===== src/rtl/uart_rx_framer_pkg.sv =====
// Shared types and constants for the UART receive framer and its staging FIFO.
package uart_rx_framer_pkg;

  typedef enum logic [1:0] {
    ST_IDLE,
    ST_LEN,
    ST_PAY,
    ST_CSUM
  } state_t;

  localparam logic [7:0] SOF_DEFAULT = 8'hA5;

  typedef struct packed {
    logic [7:0] data;
    logic       last;
  } entry_t;

endpackage


===== src/rtl/framer_fifo.sv =====
// Sync FIFO with a speculative write pointer: pushes stay invisible to the reader
// until commit; rollback discards everything written since the last commit.
module framer_fifo
  import uart_rx_framer_pkg::*;
#(
  parameter int DEPTH = 16
) (
  input  logic       clock,
  input  logic       rst,
  input  logic       push,
  input  logic [7:0] wr_data,
  input  logic       wr_last,
  input  logic       pop,
  input  logic       commit,
  input  logic       rollback,
  output logic       has_room,
  output logic       rd_valid,
  output logic [7:0] rd_data,
  output logic       rd_last
);

  localparam int AW = $clog2(DEPTH);

  logic [AW:0] wptr;
  logic [AW:0] cptr;
  logic [AW:0] rptr;
  entry_t      mem [DEPTH];
  entry_t      head;
  logic        full;
  logic        do_pop;
  logic        do_push;

  assign full     = (wptr[AW] != rptr[AW]) && (wptr[AW-1:0] == rptr[AW-1:0]);
  assign rd_valid = (rptr != cptr);
  assign do_pop   = pop && rd_valid;
  // A pop in this cycle frees its slot for a push in the same cycle.
  assign has_room = !full || do_pop;
  assign do_push  = push && has_room;

  always_ff @(posedge clock or posedge rst) begin
    if (rst) begin
      wptr <= '0;
      cptr <= '0;
      rptr <= '0;
    end else begin
      if (do_pop)
        rptr <= rptr + 1'b1;
      if (rollback)
        wptr <= cptr;
      else if (do_push)
        wptr <= wptr + 1'b1;
      if (commit)
        cptr <= wptr;
    end
  end

  always_ff @(posedge clock) begin
    if (do_push)
      mem[wptr[AW-1:0]] <= '{data: wr_data, last: wr_last};
  end

  // Gate with valid so the outputs read zero while nothing is committed.
  assign head    = mem[rptr[AW-1:0]];
  assign rd_data = rd_valid ? head.data : 8'h00;
  assign rd_last = rd_valid ? head.last : 1'b0;

endmodule


===== src/rtl/uart_rx_framer.sv =====
// Frame parser behind uart_rx: SOF, LEN, payload, CSUM. Payload is staged in a
// commit/rollback FIFO and only checksum-verified frames reach the consumer.
module uart_rx_framer
  import uart_rx_framer_pkg::*;
#(
  parameter int         DEPTH    = 16,
  parameter int         MAX_LEN  = 12,
  parameter logic [7:0] SOF_BYTE = SOF_DEFAULT,
  parameter int         TIMEOUT  = 4096
) (
  input  logic        clock,
  input  logic        i_rst,
  input  logic [7:0]  i_rx_data,
  input  logic        i_rx_valid,
  output logic [7:0]  o_data,
  output logic        o_last,
  output logic        o_valid,
  input  logic        i_ready,
  output logic        o_busy,
  output logic [15:0] o_frames,
  output logic [15:0] o_errors
);

  localparam int TW = $clog2(TIMEOUT + 1);

  state_t        state;
  state_t        state_nxt;
  logic [7:0]    sum;
  logic [7:0]    remaining;
  logic          mark_ok;
  logic [TW-1:0] tmo_cnt;
  logic          tmo_hit;
  logic          strobe;
  logic          push;
  logic          commit;
  logic          rollback;
  logic          good;
  logic          bad;
  logic          has_room;

  function automatic logic [15:0] sat_inc(input logic [15:0] v);
    return (v == 16'hFFFF) ? v : v + 16'd1;
  endfunction

  // A strobe coinciding with the timeout is swallowed by the abort.
  assign tmo_hit = (state != ST_IDLE) && (tmo_cnt == TW'(TIMEOUT - 1));
  assign strobe  = i_rx_valid && !tmo_hit;

  always_comb begin
    state_nxt = state;
    push      = 1'b0;
    commit    = 1'b0;
    rollback  = 1'b0;
    good      = 1'b0;
    bad       = 1'b0;
    if (tmo_hit) begin
      rollback  = 1'b1;
      bad       = 1'b1;
      state_nxt = ST_IDLE;
    end else if (i_rx_valid) begin
      case (state)
        ST_IDLE: begin
          if (i_rx_data == SOF_BYTE)
            state_nxt = ST_LEN;
        end
        ST_LEN: begin
          if (i_rx_data > 8'(MAX_LEN)) begin
            bad       = 1'b1;
            state_nxt = ST_IDLE;
          end else begin
            state_nxt = (i_rx_data == 8'd0) ? ST_CSUM : ST_PAY;
          end
        end
        ST_PAY: begin
          push = has_room;
          if (remaining == 8'd1)
            state_nxt = ST_CSUM;
        end
        ST_CSUM: begin
          if ((i_rx_data == sum) && mark_ok) begin
            commit = 1'b1;
            good   = 1'b1;
          end else begin
            rollback = 1'b1;
            bad      = 1'b1;
          end
          state_nxt = ST_IDLE;
        end
        default: state_nxt = ST_IDLE;
      endcase
    end
  end

  // Control state: FSM, frame bookkeeping, idle timer, statistics
  always_ff @(posedge clock or posedge i_rst) begin
    if (i_rst) begin
      state     <= ST_IDLE;
      remaining <= 8'd0;
      mark_ok   <= 1'b0;
      tmo_cnt   <= '0;
      o_frames  <= 16'd0;
      o_errors  <= 16'd0;
    end else begin
      state <= state_nxt;
      if (state_nxt == ST_IDLE || i_rx_valid)
        tmo_cnt <= '0;
      else
        tmo_cnt <= tmo_cnt + 1'b1;
      if (strobe && state == ST_LEN) begin
        remaining <= i_rx_data;
        mark_ok   <= 1'b1;
      end else if (strobe && state == ST_PAY) begin
        remaining <= remaining - 8'd1;
        if (!has_room)
          mark_ok <= 1'b0;
      end
      if (good)
        o_frames <= sat_inc(o_frames);
      if (bad)
        o_errors <= sat_inc(o_errors);
    end
  end

  // Datapath: running checksum, seeded by LEN
  always_ff @(posedge clock) begin
    if (strobe && state == ST_LEN)
      sum <= i_rx_data;
    else if (strobe && state == ST_PAY)
      sum <= sum + i_rx_data;
  end

  assign o_busy = (state != ST_IDLE);

  framer_fifo #(
    .DEPTH(DEPTH)
  ) u_fifo (
    .clock    (clock),
    .rst      (i_rst),
    .push     (push),
    .wr_data  (i_rx_data),
    .wr_last  (remaining == 8'd1),
    .pop      (i_ready),
    .commit   (commit),
    .rollback (rollback),
    .has_room (has_room),
    .rd_valid (o_valid),
    .rd_data  (o_data),
    .rd_last  (o_last)
  );

endmodule


===== config.mk =====
export PLATFORM = sky130hd
export DESIGN_NAME = uart_rx_framer
export DESIGN_NICKNAME = d
export VERILOG_FILES = /design/src/rtl/uart_rx_framer_pkg.sv /design/src/rtl/framer_fifo.sv /design/src/rtl/uart_rx_framer.sv
export SDC_FILE = /design/constraint.sdc
export NUM_CORES = 1
export LEC_CHECK = 0
export ABC_AREA = 1
export BUFFER_PORTS_ARGS = -buffer_cell sky130_fd_sc_hd__buf_2
export CORE_ASPECT_RATIO = 1.4
export CORE_MARGIN = 1
export CORE_UTILIZATION = 50
export CTS_CLUSTER_SIZE = 16
export DETAILED_ROUTE_END_ITERATION = 10
export PLACE_DENSITY = 0.7
export SETUP_SLACK_MARGIN = 0.15
export SLEW_MARGIN = 20
export SYNTH_ARGS = -nofsm -noshare
export SYNTH_HDL_FRONTEND = slang
export SYNTH_HIERARCHICAL = 1
export SYNTH_SLANG_ARGS = --single-unit

===== constraint.sdc =====
create_clock -name clock -period 2.6 [get_ports clock]
set_input_delay 0.52 -clock clock [delete_from_list [all_inputs] [get_ports clock]]
set_output_delay 0.52 -clock clock [all_outputs]
set_load 0.02 [all_outputs]

==> qor.csv <==
metric,value,unit
htree_levels,1,
fin_tns_setup,-0.807,ns
synth_flop_cell,edfxtp_1,
outcome,"finished, violations left",
syn_area,0.0108,sq mm
drtIter0Drc,829,
period_needed,2.73,ns
setup_viol,9,
holdWs,0.0681,ns
drv_cap,0,
ios,55,
finalPower,12.6,mW
grt_use_total,0.257,
dp_hpwl,17600,um
gp_congestion,0.918,
worstSetupStartpointType,flop,
tightest_slew,0.992,ns
power_density,945,mW/mm^2
required,2.08,ns
vias,8711,
clock_path_buffers,3,
cts_buffers,23,
synthCells,1122,
vdd_drop_max,0.591,mV
fp.dieW,126,um
layout_worst_path_cycle_share,1.05,
rows,63,
grt_pass1_wl,44000,um
cts_tree,done,
clkLatencyLatePin,0.51,ns
start_util,0.511,
dieHeight,176,um
routed_wirelength,29300,um
path_class,reg -> out,
power.leakage,5.52,nW
timing.final.ws_setup,-0.135,ns
arrival,2.21,ns
grt_overflow,0,
port_buffers,54,
cts.sinks,223,
maxSlewViolCount,0,
yosys-top-cells-area,"edfxtp_1 (42%), dfrtp_1 (16%), nand2_1 (8.1%)",
detail-route-antenna-nets,0,
rsz0062_at_grt,true,
yosysUniqueCellTypes,42,
grt_max_degree,57,
die_area,0.0223,sq mm
synth_top_area_cell,edfxtp_1,
hold_viol,0,
synth-seq-cells,223,
grt_pass1_vias,8252,
yosysSeqAreaShare,0.585,
dr.pass1.iters,5,
clk_pin_slew,0.07,ns
viasPerCell,5.77,
synth-edff-count,152,
failed_checks,setup timing,
hp-class,in -> async,
drc,0,
syn_area_per_cell,9.66,sq um
maxSlewHeadroom,0.336,
max_freq,366,MHz
synthArstFlopShare,0.318,
yosys_warnings,6,
fin_nets,1265,
post-place-ws,0.187,ns
antenna_cells,0,
wl_per_cell,19.4,um
yosysTopAreaCellShare,0.421,
core_region_area,0.0212,sq mm
syn2layout_area_growth,22.7,%
cts_root_buf,clkbuf_16,
critPathMaxFanout,6,
clock_skew,0.0198,ns
antenna_found_initial,0,
synthesis.nets,1152,
drive_above_1_share,0.196,
cp-end-kind,output pin,
final cells by class:
type	instances	area, sq um
clock buffers	27	621
clock inverters	14	209
fillers	1646	7900
inverters	84	330
multi-input cells	775	4240
flip-flops and latches	223	6340
well taps	260	325
repair buffers	128	1230
power by group:
group / total, mW / switching, mW / leakage, nW / internal [mW]
registers: 4.22 / 0.260 / 2.30 / 3.96
logic: 4.73 / 2.84 / 2.82 / 1.89
clock network: 3.63 / 1.42 / 0.401 / 2.21
metrics by stage:
stage,cell area (sq um),std cells,utilization
2_1_floorplan,10900,1122,-
3_3_place_gp,11600,1432,0.546
3_5_place_dp,11600,1432,0.546
4_1_cts,12900,1489,0.607
5_1_grt,13300,1511,0.627
6_report,13300,1511,0.627
worst max-delay path, stage by stage (launching register included):
cell and delay [ns]:
dfrtp_2 0.50, clkinv_4 0.14, buf_12 0.16, clkbuf_16 0.16, o21ai_1 0.22, o211ai_1 0.15
nand3_1 0.14, a21oi_2 0.07, buf_4 0.15
layer usage:
metal,part of all wire,vias up,track usage,wire (um)
met5,0,-,0,0
met2,0.53,343,0.476,15400
met1,0.38,4222,0.293,11000
met3,0.048,102,0.0267,1410
li1,-,4044,-,-
met4,0.050,0,0.127,1470
state kept, by name, indices dropped and copies added (netlist names), 5 cells and up:
signal       cells
o_errors        16
tmo_cnt         13
u_fifo/wptr      5
u_fifo/rptr      5
sum              8
u_fifo/cptr      5
remaining        8
u_fifo/mem     144
o_frames        16
kinds of logic (layout without fill, tap and decap cells):
group	Yosys count	after routing	share of synthesized area
compound gates	171	171	0.0888
xor+xnor	45	45	0.0364
fa+ha+maj	18	18	0.0215
buf+inv	126	253	0.0500
flops	223	223	0.585
simple gates	539	541	0.218
worst paths after layout:
check | start | to | slack (ns) | cells after the start
max in group asynchronous | i_rst | u_fifo/rptr[2]$_DFFE_PP0P_ | 2.06 | 2
min in group clock | i_ready | u_fifo/rptr[3]$_DFFE_PP0P_ | 0.30 | 3
worst max-delay path | u_fifo/rptr[0]$_DFFE_PP0P_ | o_data[5] | -0.13 | 8
worst max register to register | u_fifo/rptr[0]$_DFFE_PP0P_ | u_fifo/mem[7][8]$_DFFE_PP_ | 0.09 | 15
worst min register to register | tmo_cnt[0]$_DFF_PP0_ | tmo_cnt[0]$_DFF_PP0_ | 0.47 | 1
worst min-delay path | i_rst | o_errors[6]$_DFFE_PP0P_ | 0.07 | 3
Yosys cell counts (all sizes together), types with 17 or more instances:
master	number
nand2	240
xnor2	25
nor3	28
xor2	20
buf	25
inv	83
o21ai	96
edfxtp	152
clkbuf	17
dfrtp	71
nor2	165
ha	17
o211ai	24
a21oi	28
o22ai	20
nand3	88
repair_timing:
item / 4_1_cts / 5_1_grt
hold buffers: 0 / 0
endpoints found under the hold margin: 0 / 0
pin swaps: 10 / 8
setup buffers: 9 / 10
setup endpoints to repair: 9 / 159
cloned: 7 / 12
gates resized for setup: 61 / 74
cells in the final DEF, fill, tap and decap left out, drive strengths merged, types with 20 or more instances in the layout:
cell type and instances:
edfxtp 152, nor2 165, nand3 88, a21oi 28, nor3 28, nand2 242, clkbuf 29, o211ai 24
inv 83, dfrtp 71, xnor2 25, xor2 20, o22ai 20, buf 126, o21ai 96
Note: power is estimated with default switching activity, not from simulation.
